--- config.mk ---
export PLATFORM = sky130hd
export DESIGN_NAME = lsu_ctrl
export DESIGN_NICKNAME = d
export VERILOG_FILES = /design/src/rtl/lsu_pkg.sv /design/src/rtl/lsu_lane_align.sv /design/src/rtl/lsu_ctrl.sv
export SDC_FILE = /design/constraint.sdc
export NUM_CORES = 1
export LEC_CHECK = 0
export BUFFER_PORTS_ARGS = -buffer_cell sky130_fd_sc_hd__buf_2
export CAP_MARGIN = 20
export CORE_AREA = 2 2 189 191
export CTS_CLUSTER_SIZE = 14
export DETAILED_ROUTE_END_ITERATION = 10
export DIE_AREA = 0 0 191 193
export PLACE_DENSITY = 0.6
export SLEW_MARGIN = 20
export SYNTH_ARGS = -nofsm -noshare
export SYNTH_HDL_FRONTEND = slang
export SYNTH_HIERARCHICAL = 1
export SYNTH_SLANG_ARGS = --single-unit
--- constraint.sdc ---
create_clock -name clk -period 5.3 [get_ports clk]
set_input_delay 0.795 -clock clk [delete_from_list [all_inputs] [get_ports clk]]
set_output_delay 0.795 -clock clk [all_outputs]
set_load 0.005 [all_outputs]
--- src/rtl/lsu_pkg.sv ---
// lsu_pkg: shared definitions for the load/store access controller.
//   - funct3 size encodings and the position of the unsigned bit
//   - FSM state enumeration
//   - size_bytes(): access size in bytes from the funct3 size field
package lsu_pkg;

  localparam logic [1:0] SIZE_B = 2'd0;
  localparam logic [1:0] SIZE_H = 2'd1;
  localparam logic [1:0] SIZE_W = 2'd2;
  localparam logic [1:0] SIZE_D = 2'd3;

  localparam int F3_UNSIGNED_BIT = 2;

  typedef enum logic [2:0] {
    ST_IDLE  = 3'd0,
    ST_BEAT0 = 3'd1,
    ST_WAIT0 = 3'd2,
    ST_BEAT1 = 3'd3,
    ST_WAIT1 = 3'd4,
    ST_RESP  = 3'd5
  } lsu_state_e;

  // 1, 2, 4 or 8 bytes
  function automatic logic [3:0] size_bytes(input logic [1:0] size);
    return 4'd1 << size;
  endfunction

endpackage

--- src/rtl/lsu_lane_align.sv ---
// lsu_lane_align: purely combinational lane steering for lsu_ctrl.
//   Inputs : we, size, is_unsigned, offset (byte offset in the word),
//            wdata (LSB-justified store data), beat0/beat1 (captured read data)
//   Outputs: strb0/strb1 and wdata0/wdata1 for the first and second beat,
//            rdata_ext (merged, truncated and extended load result)
module lsu_lane_align
  import lsu_pkg::*;
#(
  parameter int XLEN = 32
) (
  input  logic                       we,
  input  logic [1:0]                 size,
  input  logic                       is_unsigned,
  input  logic [$clog2(XLEN/8)-1:0]  offset,
  input  logic [XLEN-1:0]            wdata,
  input  logic [XLEN-1:0]            beat0,
  input  logic [XLEN-1:0]            beat1,
  output logic [XLEN/8-1:0]          strb0,
  output logic [XLEN/8-1:0]          strb1,
  output logic [XLEN-1:0]            wdata0,
  output logic [XLEN-1:0]            wdata1,
  output logic [XLEN-1:0]            rdata_ext
);

  localparam int NB = XLEN / 8;
  localparam int LW = $clog2(2 * XLEN);

  logic [3:0]        nbytes;
  logic [2*NB-1:0]   strb_base;
  logic [2*NB-1:0]   strb_wide;
  logic [2*XLEN-1:0] wdata_wide;
  logic [2*XLEN-1:0] rdata_wide;
  logic [LW-1:0]     sign_idx;
  logic              fill_bit;

  assign nbytes = size_bytes(size);

  // Shifting a double-width mask/data word by the offset yields both beats at
  // once: the low half is beat 0, whatever spills into the high half is beat 1.
  assign strb_base  = (2*NB)'((32'd1 << nbytes) - 32'd1);
  assign strb_wide  = strb_base << offset;
  assign wdata_wide = {{XLEN{1'b0}}, wdata} << {offset, 3'b000};

  assign strb0  = we ? strb_wide[NB-1:0]         : '0;
  assign strb1  = we ? strb_wide[2*NB-1:NB]      : '0;
  assign wdata0 = we ? wdata_wide[XLEN-1:0]      : '0;
  assign wdata1 = we ? wdata_wide[2*XLEN-1:XLEN] : '0;

  // Loads: undo the lane offset across both beats, then extend from the top
  // byte of the accessed size.
  assign rdata_wide = {beat1, beat0} >> {offset, 3'b000};
  assign sign_idx   = LW'({nbytes, 3'b000} - 7'd1);
  assign fill_bit   = is_unsigned ? 1'b0 : rdata_wide[sign_idx];

  for (genvar gi = 0; gi < NB; gi++) begin : g_ext
    assign rdata_ext[8*gi +: 8] = (4'(gi) < nbytes) ? rdata_wide[8*gi +: 8] : {8{fill_bit}};
  end

endmodule

--- src/rtl/lsu_ctrl.sv ---
// lsu_ctrl: handshaked load/store controller between execute and data memory.
//   Request : req_valid/req_ready, req_we, req_funct3, req_addr, req_wdata
//   Memory  : mem_valid/mem_ready, mem_addr, mem_wstrb, mem_wdata,
//             mem_rvalid, mem_rdata
//   Response: rsp_valid (one-cycle pulse), rsp_rdata, rsp_fault
//   Status  : busy (high whenever not idle)
// Word-crossing accesses are split into two beats, or faulted when
// SPLIT_MISALIGNED = 0. All mem_* and rsp_* outputs come straight from flops.
module lsu_ctrl
  import lsu_pkg::*;
#(
  parameter int XLEN             = 32,
  parameter int SPLIT_MISALIGNED = 1
) (
  input  logic              clk,
  input  logic              rst_n,
  input  logic              req_valid,
  output logic              req_ready,
  input  logic              req_we,
  input  logic [2:0]        req_funct3,
  input  logic [XLEN-1:0]   req_addr,
  input  logic [XLEN-1:0]   req_wdata,
  output logic              mem_valid,
  input  logic              mem_ready,
  output logic [XLEN-1:0]   mem_addr,
  output logic [XLEN/8-1:0] mem_wstrb,
  output logic [XLEN-1:0]   mem_wdata,
  input  logic              mem_rvalid,
  input  logic [XLEN-1:0]   mem_rdata,
  output logic              rsp_valid,
  output logic [XLEN-1:0]   rsp_rdata,
  output logic              rsp_fault,
  output logic              busy
);

  localparam int NB = XLEN / 8;
  localparam int OW = $clog2(NB);
  localparam int EW = OW + 2;

  lsu_state_e state_reg, state_next;

  logic            we_reg,     we_next;
  logic [2:0]      funct3_reg, funct3_next;
  logic [XLEN-1:0] addr_reg,   addr_next;
  logic [XLEN-1:0] wdata_reg,  wdata_next;
  logic [XLEN-1:0] beat0_reg,  beat0_next;
  logic [XLEN-1:0] beat1_reg,  beat1_next;
  logic            cross_reg,  cross_next;
  logic            fault_reg,  fault_next;

  logic            mem_valid_reg, mem_valid_next;
  logic [XLEN-1:0] mem_addr_reg,  mem_addr_next;
  logic [NB-1:0]   mem_wstrb_reg, mem_wstrb_next;
  logic [XLEN-1:0] mem_wdata_reg, mem_wdata_next;
  logic            rsp_valid_reg, rsp_valid_next;
  logic [XLEN-1:0] rsp_rdata_reg, rsp_rdata_next;
  logic            rsp_fault_reg, rsp_fault_next;

  logic [EW-1:0]   in_end;
  logic            in_cross;
  logic            in_illegal;
  logic            in_fault;
  logic [XLEN-1:0] aligned_next;

  logic [NB-1:0]   strb0, strb1;
  logic [XLEN-1:0] wdata0, wdata1, rdata_ext;

  // Classify the incoming request before it is registered
  always_comb begin
    in_end     = EW'(req_addr[OW-1:0]) + EW'(size_bytes(req_funct3[1:0]));
    in_cross   = in_end > EW'(NB);
    in_illegal = ((req_funct3[1:0] == SIZE_D) && (XLEN == 32))
               || (req_we && req_funct3[F3_UNSIGNED_BIT])
               || (!req_we && (req_funct3 == 3'b111))
               || (!req_we && (req_funct3 == 3'b110) && (XLEN == 32));
    in_fault   = in_illegal || (in_cross && (SPLIT_MISALIGNED == 0));
  end

  // Lane steering works on the next-cycle request view so that the registered
  // outputs already carry the right beat in the cycle after acceptance.
  lsu_lane_align #(
    .XLEN (XLEN)
  ) u_align (
    .we          (we_next),
    .size        (funct3_next[1:0]),
    .is_unsigned (funct3_next[F3_UNSIGNED_BIT]),
    .offset      (addr_next[OW-1:0]),
    .wdata       (wdata_next),
    .beat0       (beat0_next),
    .beat1       (beat1_next),
    .strb0       (strb0),
    .strb1       (strb1),
    .wdata0      (wdata0),
    .wdata1      (wdata1),
    .rdata_ext   (rdata_ext)
  );

  always_ff @(posedge clk or negedge rst_n) begin
    if (!rst_n) begin
      state_reg     <= ST_IDLE;
      we_reg        <= 1'b0;
      funct3_reg    <= '0;
      addr_reg      <= '0;
      wdata_reg     <= '0;
      beat0_reg     <= '0;
      beat1_reg     <= '0;
      cross_reg     <= 1'b0;
      fault_reg     <= 1'b0;
      mem_valid_reg <= 1'b0;
      mem_addr_reg  <= '0;
      mem_wstrb_reg <= '0;
      mem_wdata_reg <= '0;
      rsp_valid_reg <= 1'b0;
      rsp_rdata_reg <= '0;
      rsp_fault_reg <= 1'b0;
    end else begin
      state_reg     <= state_next;
      we_reg        <= we_next;
      funct3_reg    <= funct3_next;
      addr_reg      <= addr_next;
      wdata_reg     <= wdata_next;
      beat0_reg     <= beat0_next;
      beat1_reg     <= beat1_next;
      cross_reg     <= cross_next;
      fault_reg     <= fault_next;
      mem_valid_reg <= mem_valid_next;
      mem_addr_reg  <= mem_addr_next;
      mem_wstrb_reg <= mem_wstrb_next;
      mem_wdata_reg <= mem_wdata_next;
      rsp_valid_reg <= rsp_valid_next;
      rsp_rdata_reg <= rsp_rdata_next;
      rsp_fault_reg <= rsp_fault_next;
    end
  end

  // Next state and request capture
  always_comb begin
    state_next  = state_reg;
    we_next     = we_reg;
    funct3_next = funct3_reg;
    addr_next   = addr_reg;
    wdata_next  = wdata_reg;
    beat0_next  = beat0_reg;
    beat1_next  = beat1_reg;
    cross_next  = cross_reg;
    fault_next  = fault_reg;

    case (state_reg)
      ST_IDLE: begin
        if (req_valid) begin
          we_next     = req_we;
          funct3_next = req_funct3;
          addr_next   = req_addr;
          wdata_next  = req_wdata;
          cross_next  = in_cross;
          fault_next  = in_fault;
          beat0_next  = '0;
          beat1_next  = '0;
          state_next  = in_fault ? ST_RESP : ST_BEAT0;
        end
      end
      ST_BEAT0: begin
        if (mem_ready) begin
          if (!we_reg)        state_next = ST_WAIT0;
          else if (cross_reg) state_next = ST_BEAT1;
          else                state_next = ST_RESP;
        end
      end
      ST_WAIT0: begin
        if (mem_rvalid) begin
          beat0_next = mem_rdata;
          state_next = cross_reg ? ST_BEAT1 : ST_RESP;
        end
      end
      ST_BEAT1: begin
        if (mem_ready) begin
          state_next = we_reg ? ST_RESP : ST_WAIT1;
        end
      end
      ST_WAIT1: begin
        if (mem_rvalid) begin
          beat1_next = mem_rdata;
          state_next = ST_RESP;
        end
      end
      ST_RESP:  state_next = ST_IDLE;
      default:  state_next = ST_IDLE;
    endcase
  end

  // Registered outputs are a function of where the FSM is going
  always_comb begin
    aligned_next   = {addr_next[XLEN-1:OW], {OW{1'b0}}};
    mem_valid_next = (state_next == ST_BEAT0) || (state_next == ST_BEAT1);
    mem_addr_next  = '0;
    mem_wstrb_next = '0;
    mem_wdata_next = '0;
    if (state_next == ST_BEAT0) begin
      mem_addr_next  = aligned_next;
      mem_wstrb_next = strb0;
      mem_wdata_next = wdata0;
    end else if (state_next == ST_BEAT1) begin
      mem_addr_next  = aligned_next + XLEN'(NB);
      mem_wstrb_next = strb1;
      mem_wdata_next = wdata1;
    end
    rsp_valid_next = (state_next == ST_RESP);
    rsp_fault_next = rsp_valid_next && fault_next;
    rsp_rdata_next = (rsp_valid_next && !we_next && !fault_next) ? rdata_ext : '0;
  end

  assign req_ready = (state_reg == ST_IDLE);
  assign busy      = (state_reg != ST_IDLE);
  assign mem_valid = mem_valid_reg;
  assign mem_addr  = mem_addr_reg;
  assign mem_wstrb = mem_wstrb_reg;
  assign mem_wdata = mem_wdata_reg;
  assign rsp_valid = rsp_valid_reg;
  assign rsp_rdata = rsp_rdata_reg;
  assign rsp_fault = rsp_fault_reg;

endmodule
# --- After elaboration in Yosys (flattened, before gate mapping) ---
# Cells that the tools add are included.
op_classes:
  mux: 44
  shift: 6
  bitwise: 0
  multipliers: 0
  n_reduce_logical: 16
  n_div: 0
  n_lt_le_gt_ge: 6
  eq_ne: 10
  n_addsub: 4
op_table:
  columns: ["cell", "count"]
  rows:
  - ["$mux W32", 15]
  - ["$pmux W32 S2", 2]
  - ["$shl A32 B5 Y64", 1]
  - ["$shr A64 B5 Y64", 1]
  - ["$add A32 B3 Y32 const B", 1]
  - ["$mux W8", 4]
  - ["$mux W3", 10]
  - ["$mux W4", 4]
  - ["$pmux W3 S5", 1]
  - ["$eq A3 B3 Y1 const B", 4]
  - ["$eq A3 B2 Y1 const B", 3]
  - ["$lt A1 B4 Y1 const A", 2]
  - ["$lt A2 B4 Y1 const A", 2]
  - ["$shl A1 B2 Y4 const A", 2]
  - ["$shl A1 B4 Y8 const A", 1]
  - ["$shl A8 B2 Y8", 1]
  - ["$sub A8 B1 Y8 const B", 1]
  - ["$lt A6 B7 Y1 const B", 1]
  - ["$mux W1", 7]
  - ["$bmux W1 S6", 1]
  - ["$eq A3 B1 Y1 const B", 2]
  - ["$logic_and A1 B1 Y1", 6]
  - ["$sub A6 B1 Y6 const B", 1]
  - ["$add A2 B4 Y4", 1]
  - ["7 further kinds", 12]
totals:
  mem_bits_ro: 0
  memories: 0
  ram_bits: 0
  latch_bits: 0
  reg_bits: 240
  inputBits: 105

# --- Depth between registers and ports, before layout ---
# Gate-level depths: netlist of the first run.
logic_depth:
  word_depth: 11
  depth_mapped: 19
  ltp_nobuf: 11

# --- By module ---
# The synthesis of the first run kept the hierarchy.
modules_own_cells:
  columns: ["mod", "instances", "cells_each", "seq_area_each_um2", "area_each_um2"]
  rows:
  - ["lsu_ctrl", 1, 861, 5955.7, 9634.2]
  - ["lsu_lane_align", 1, 348, 0.0, 2379.8]

# --- Least setup slack after synthesis of the first run ---
# OpenSTA, ideal clock, no wires.
synth_timing:
  path_kind: "input port to flip-flop"
  start: "input req_valid"
  end: "register rsp_rdata_reg[31] (netlist: rsp_rdata[31])"
  cell_stages: 18
  arrival_ns: 4.420
  setup_slack_ns: 0.761
  path_buffers: 7
  setup_ns: 0.119
  cell_sequence: "or4b_1 -> clkbuf_1 -> clkbuf_1 -> clkbuf_1 -> clkbuf_1 -> nand2_1 -> nand2_1 -> buf_2 -> inv_1 -> clkbuf_1 -> nand2_1 -> ha_1 -> nor4_1 -> a21oi_4 -> a31oi_4 -> buf_6 -> a211oi_1 -> and2_1"
synth_between:
  elab_chain_len: 9
synth_lines:
  columns: ["element", "line_no", "source"]
  rows:
  - ["start, declared", "lsu_ctrl.sv:17", "input logic req_valid,"]
  - ["$mux W3 (*)", "lsu_ctrl.sv:150", "if (req_valid) begin"]
  - ["$mux W3 (*)", "lsu_ctrl.sv:148", "case (state_reg)"]
  - ["named net funct3_next[1]", "lsu_ctrl.sv:43", "logic [2:0] funct3_reg, funct3_next;"]
  - ["$shl A1 B2 Y4 (*)", "lsu_pkg.sv:25", "return 4'd1 << size;"]
  - ["$sub A6 B1 Y6", "lsu_lane_align.sv:52", "assign sign_idx = LW'({nbytes, 3'b000} - 7'd1);"]
  - ["$bmux W1 S6", "lsu_lane_align.sv:53", "assign fill_bit = is_unsigned ? 1'b0 : rdata_wide[sign_idx];"]
  - ["$mux W1 (implied by the code)", "lsu_lane_align.sv:53", null]
  - ["$mux W1", "lsu_lane_align.sv:53", null]
  - ["$mux W8 (*)", "lsu_lane_align.sv:56", "assign rdata_ext[8*gi +: 8] = (4'(gi) < nbytes) ? rdata_wide[8*gi +: 8] : {8{fill_bit}};"]
  - ["named net rdata_ext[31]", "lsu_ctrl.sv:66", "logic [XLEN-1:0] wdata0, wdata1, rdata_ext;"]
  - ["$mux W32 (*)", "lsu_ctrl.sv:209", "rsp_rdata_next = (rsp_valid_next && !we_next && !fault_next) ? rdata_ext : '0;"]
  - ["named net rsp_rdata_next[31]", "lsu_ctrl.sv:56", "logic [XLEN-1:0] rsp_rdata_reg, rsp_rdata_next;"]
  - ["end signal, assigned", "lsu_ctrl.sv:131", "rsp_rdata_reg <= rsp_rdata_next;"]
  - ["end, declared", "lsu_ctrl.sv:56", null]
# The timed path passes the listed nets; every way through them passes the cells marked *. The select of a mux whose other input is x is not followed.
# A chain may end at the register's enable or synchronous reset.

# --- Final worst setup path of the first run ---
layout_timing:
  start: "register state_reg[1]"
  end: "register rsp_rdata_reg[26] (netlist: rsp_rdata[26])"
layout_between:
  elab_chain_len: 9
layout_lines:
  columns: ["element", "line_no", "source"]
  rows:
  - ["start, declared", "lsu_ctrl.sv:40", "lsu_state_e state_reg, state_next;"]
  - ["start signal, assigned", "lsu_ctrl.sv:117", "state_reg <= state_next;"]
  - ["$logic_not A3 Y1 (*)", "lsu_ctrl.sv:148", null]
  - ["$mux W3 (*)", "lsu_ctrl.sv:148", null]
  - ["named net funct3_next[1]", "lsu_ctrl.sv:43", null]
  - ["$shl A1 B2 Y4 (*)", "lsu_pkg.sv:25", null]
  - ["$sub A6 B1 Y6", "lsu_lane_align.sv:52", null]
  - ["$bmux W1 S6", "lsu_lane_align.sv:53", null]
  - ["$mux W1 (implied by the code)", "lsu_lane_align.sv:53", null]
  - ["$mux W1", "lsu_lane_align.sv:53", null]
  - ["$mux W8 (*)", "lsu_lane_align.sv:56", null]
  - ["named net rdata_ext[26]", "lsu_ctrl.sv:66", null]
  - ["$mux W32 (*)", "lsu_ctrl.sv:209", null]
  - ["named net rsp_rdata_next[26]", "lsu_ctrl.sv:56", null]
# Marks and branches as above.

==> impl_metrics.toml, run 1 <==
[run_status]
status = "complete, no violations"

[clock_tree]
cts_buffers = 26
htreeDepth = 1
clk_pin_slew_ns = 0.06
cts-resized-gates = 0
cts.sinks = 230
clk_latency_ns = 0.53
holdBufCountCts = 0
cts_root_buffer = "clkbuf_16"
post_cts_buffers = 0
cts_tree = "built"
cts_buffer_depth = 3

[finish]
syn_to_final_growth_pct = 19.0
nets = 1464
num-fill-cells = 3513
drive_gt1_frac = 0.240

[setup_path]
critPathKind = "flip-flop to flip-flop"
crit_path_end_kind = "flip-flop"
reg2regPathDepth = 12
crit_fanout = 22
worst_ep_arrival_time_ns = 4.86
startpoint_type = "flip-flop"
worst-endpoint-required_ns = 5.71
reg2reg_to = "rsp_rdata[26]"
critical_path.reg2reg.startpoint = "state_reg[1]"
ff2ff_setup_slack_ns = 0.86

[power_and_ir_drop]
pwr-share-seq = 0.289
cell_internal_pwr_uw = 5200
pwr-share-clk = 0.210
power.switching_uw = 3930
p_sw_frac = 0.431
vdd_drop_max_v = 0.000280
p_comb_frac = 0.501
power.density_nw_per_um2 = 653
p_leak_uw = 0.00682

[hold_path]
hold_path_class = "input pin to asynchronous set/reset pin"

[global_routing]
overflow = 0
grt_max_degree = 119
grt_pass1_vias = 8926
grtUsageTotal = 0.185
antenna_found_initial = 0
grt_pass1_wl_mm = 53.3

[sta]
rsz0062_at_grt = "false"
drv_slew = 0
finalCriticalPeriod_ns = 4.44
worst_pin_slew_ns = 0.983
fin_crit_sh = 0.838
setup_tns_ns = 0
setup_viol_count_final = 0
holdWs_ns = 0.320
relSlewSlack = 0.345
fmax_ghz = 0.225
finalHoldViolCount = 0
finClkSkew_ns = 0.00911

[routing]
routed_wl_mm = 34.8
post-route-drc-count = 0
firstDrtPassIters = 5
via_per_inst = 5.24
wl_per_cell_um = 19.0
drt_iter0_drc = 724
ant_nets = 0
vias = 9619

[floorplanning]
num_io_pins = 210
dieHeight_um = 193
fp.dieW_um = 191
initial_core_util = 0.336
row_count = 69
dieArea_um2 = 36900
coreArea_um2 = 35000

[placement]
port_buffers = 207
hpwl_mm = 24.2
place_congestion = 0.851

[synthesis]
netlist_area_um2 = 11700
syn_inst = 1193
avgSynthCellArea_um2 = 9.84
ys_warn_count = 6

[job]
maxCapViolCount = 0
[critical path, cell delays in order (launching register included)]
cell	delay, ns
dfrtp_1	0.57
or4b_2	0.75
nand2_1	0.10
nand2_1	0.05
buf_4	0.22
inv_1	0.45
nand2_1	0.37
ha_1	0.44
nor4_1	0.47
a21oi_4	0.14
a31oi_4	0.46
nor3_1	0.12
and2_1	0.16
[per-stage QoR]
| stage | total power, uW | utilization | cell area (um2) | cells | worst slack, ns |
|---|---|---|---|---|---|
| after floorplan | 5960 | - | 11800 | 1201 | 0.761 |
| after global placement | 7140 | 0.374 | 13100 | 1787 | 0.786 |
| after detailed placement | 7220 | 0.374 | 13100 | 1787 | 0.644 |
| after CTS | 9190 | 0.400 | 14000 | 1834 | 0.900 |
| after global routing | 9800 | 0.400 | 14000 | 1834 | 0.649 |
| final | 9130 | 0.400 | 14000 | 1837 | 0.859 |
[worst max-delay path by stage]
stage	from	endpoint
floorplan	req_valid	rsp_rdata[31]
global placement	req_valid	rsp_rdata[28]
detailed placement	req_valid	rsp_rdata[30]
CTS	state_reg[1]	rsp_rdata[30]
global route	state_reg[1]	rsp_rdata[28]
finish	state_reg[1]	rsp_rdata[26]
[area by class of cell]
type,instances,area (um2),share of cell area
antenna,3,7.51,0.000537
clock buffer,35,746,0.0533
clock inverter,12,166,0.0119
inverter,15,56.3,0.00403
multi-input combinational,856,5480,0.392
sequential,230,5760,0.412
tap,461,577,0.0413
timing repair buffer,225,1190,0.0854
[layout by cell type (no fill, tap or decap), types with 5 or more instances in the layout]
cell and instances:
mux2i_1 56, o41ai_1 5, a22o_1 92, a211oi_1 26
clkinv_2 6, a21oi_1 34, nand4_1 11, a22oi_1 8
buf_4 17, conb_1 10, o21ai_0 33, o211ai_1 5
clkbuf_16 27, dfrtp_1 230, and2_1 49, nor2_1 53
nor4_1 14, o22ai_1 10, nor2b_1 25, nand3_1 19
or3_1 9, a211o_1 7, nand2b_1 12, buf_2 206
nand2_1 223, mux2_2 39, o311ai_0 5, and3_1 16
nor3_1 26, inv_1 15
[power by group through the flow]
stage	Sequential (uW)	Combinational, uW	Clock, uW
floorplan	2600	3360	0
global placement	2660	4480	0
detailed placement	2670	4550	0
CTS	2650	4570	1970
global route	2710	5040	2050
finish	2640	4580	1920
[metal layers]
| layer | vias up | track usage | share of wire | routed length (um) |
|---|---|---|---|---|
| li1 | 4571 | - | - | - |
| met1 | 4700 | 0.276 | 0.47 | 16400 |
| met2 | 320 | 0.282 | 0.44 | 15400 |
| met3 | 28 | 0.0308 | 0.071 | 2490 |
| met4 | 0 | 0.0361 | 0.013 | 462 |
| met5 | - | 0 | 0 | 0 |
No activity file was read; power rests on OpenSTA's default activity.
==> run 2, diff against run 1 <==
==> constraint.sdc (replaced) <==
create_clock -name clk -period 4.3 [get_ports clk]
set_input_delay 0.645 -clock clk [delete_from_list [all_inputs] [get_ports clk]]
set_output_delay 0.645 -clock clk [all_outputs]
set_load 0.005 [all_outputs]
==> run 2 against run 1 <==
Effect of this change:
- first-iteration DRC count is 6.2% lower
- sequential power rose by 22%
- final cell count is 0.65% higher
- count of clock-buffer cells in the layout up 1
- critical path depth decreased by 1
- core utilization rose by 0.42 points
- hold slack worse by 0.12 ns
- largest power group unchanged
==> impl_metrics.toml, run 2 (synthesis results as in run 1) <==
[setup_path]
worst_ep_arrival_time_ns = 4.20
critical_path.reg2reg.startpoint = "state_reg[2]"
ff2ff_setup_slack_ns = 0.53
reg2regPathDepth = 11
crit_path_end_kind = "flip-flop"
startpoint_type = "flip-flop"
reg2reg_to = "rsp_rdata[22]"
startpoint = "state_reg[2]"
worst-endpoint-required_ns = 4.72
crit_fanout = 16
critPathKind = "flip-flop to flip-flop"

[floorplanning]
row_count = 69
coreArea_um2 = 35000
dieArea_um2 = 36900
fp.dieW_um = 191
num_io_pins = 210
initial_core_util = 0.336
dieHeight_um = 193

[routing]
routed.top_layer = "met5"
wl_met1_mm = 16.2
wl_met3_mm = 2.24
wl_per_cell_um = 18.4
firstDrtPassIters = 7
post-route-drc-count = 0
wl_met2_mm = 14.9
vias = 9660
drt_iter0_drc = 679
ant_nets = 0
via_per_inst = 5.22
routed_wl_mm = 34.0

[placement]
place_congestion = 0.856
port_buffers = 207
placed_area_um2 = 13200
hpwl_mm = 24.4
dpl_worst_slack_ns = 0.442

[sta]
relSlewSlack = 0.235
fin_crit_sh = 0.878
fmax_ghz = 0.265
finClkSkew_ns = 0.0125
fin_ws_ns = 0.526
finalHoldViolCount = 0
setup_tns_ns = 0
drv_slew = 0
finalCriticalPeriod_ns = 3.77
rsz0062_at_grt = "false"
setup_viol_count_final = 0
worst_pin_slew_ns = 1.14

[clock_tree]
clk_latency_ns = 0.54
cts_root_buffer = "clkbuf_16"
cts_buffers = 27
cts_tree = "built"
clk_pin_slew_ns = 0.07
cts-resized-gates = 0
cts_buffer_depth = 3
htreeDepth = 1
cts.sinks = 230
post_cts_buffers = 0
holdBufCountCts = 0

[hold_path]
hold_path_class = "input pin to asynchronous set/reset pin"

[global_routing]
grt_pass1_wl_mm = 53.0
antenna_found_initial = 2
overflow = 0
grtUsageTotal = 0.182
grt_pass1_vias = 9192
grt_max_degree = 120

[finish]
layout_commonest_cell = "dfrtp_1"
num-fill-cells = 3479
final_cell_mix = "dfrtp_1, nand2_1, buf_2, a22o_1, mux2i_1"
nets = 1477
final_area_um2 = 14100
drive_gt1_frac = 0.249
syn_to_final_growth_pct = 20.3

[run_status]
status = "complete, no violations"

[power_and_ir_drop]
vdd_drop_max_v = 0.000455
power.density_nw_per_um2 = 801
p_leak_uw = 0.00690

[job]
maxCapViolCount = 0
## run 2: worst max-delay path by stage
stage                    end  slack [ns]  depth (start not counted)
6_report       rsp_rdata[22]        0.53                         11
5_1_grt        rsp_rdata[22]        0.27                         11
4_1_cts        rsp_rdata[22]        0.59                         11
3_5_place_dp   rsp_rdata[22]        0.44                         11
3_3_place_gp   rsp_rdata[24]        0.54                         11
2_1_floorplan  rsp_rdata[31]        0.01                         18
## run 2: cell type report
class / count / area (um2) / share of cell area
Clock inverter: 13 / 176 / 0.0125
Inverter: 15 / 56.3 / 0.00399
Antenna cell: 1 / 2.50 / 0.000177
Sequential cell: 230 / 5760 / 0.407
Timing Repair Buffer: 237 / 1300 / 0.0917
Clock buffer: 36 / 779 / 0.0552
Tap cell: 461 / 577 / 0.0408
Multi-Input combinational cell: 856 / 5490 / 0.388
## run 2: where the power goes
part           total, uW  internal [uW]  switching, uW
registers           3220           2930            295
clock network       2430           1510            922
logic               5660           2080           3580
total              11300           6510           4800
## run 2: metrics by stage
stage	util	total power (uW)	instances	hold slack, ns
floorplan	-	7350	1201	0.349
global placement	0.377	8810	1799	0.475
detailed placement	0.377	8890	1799	0.477
CTS	0.404	11400	1848	0.244
global route	0.404	12200	1848	0.290
finish	0.404	11300	1849	0.200
## run 2: worst max-delay path, stage by stage, from the launching register on
cell and delay, ns:
dfrtp_1 0.36, buf_4 0.18, or4b_2 0.75, nand2_1 0.10
nand2_1 0.07, inv_1 0.15, nand2_1 0.25, ha_1 0.46
o211ai_1 0.13, nor3_2 0.88, a211oi_1 0.12, and2_1 0.20
## run 2: layer usage
layer	up-vias	track usage
met3	42	0.0364
met5	-	0
met4	2	0.0432
met1	4707	0.269
met2	304	0.275
li1	4605	-
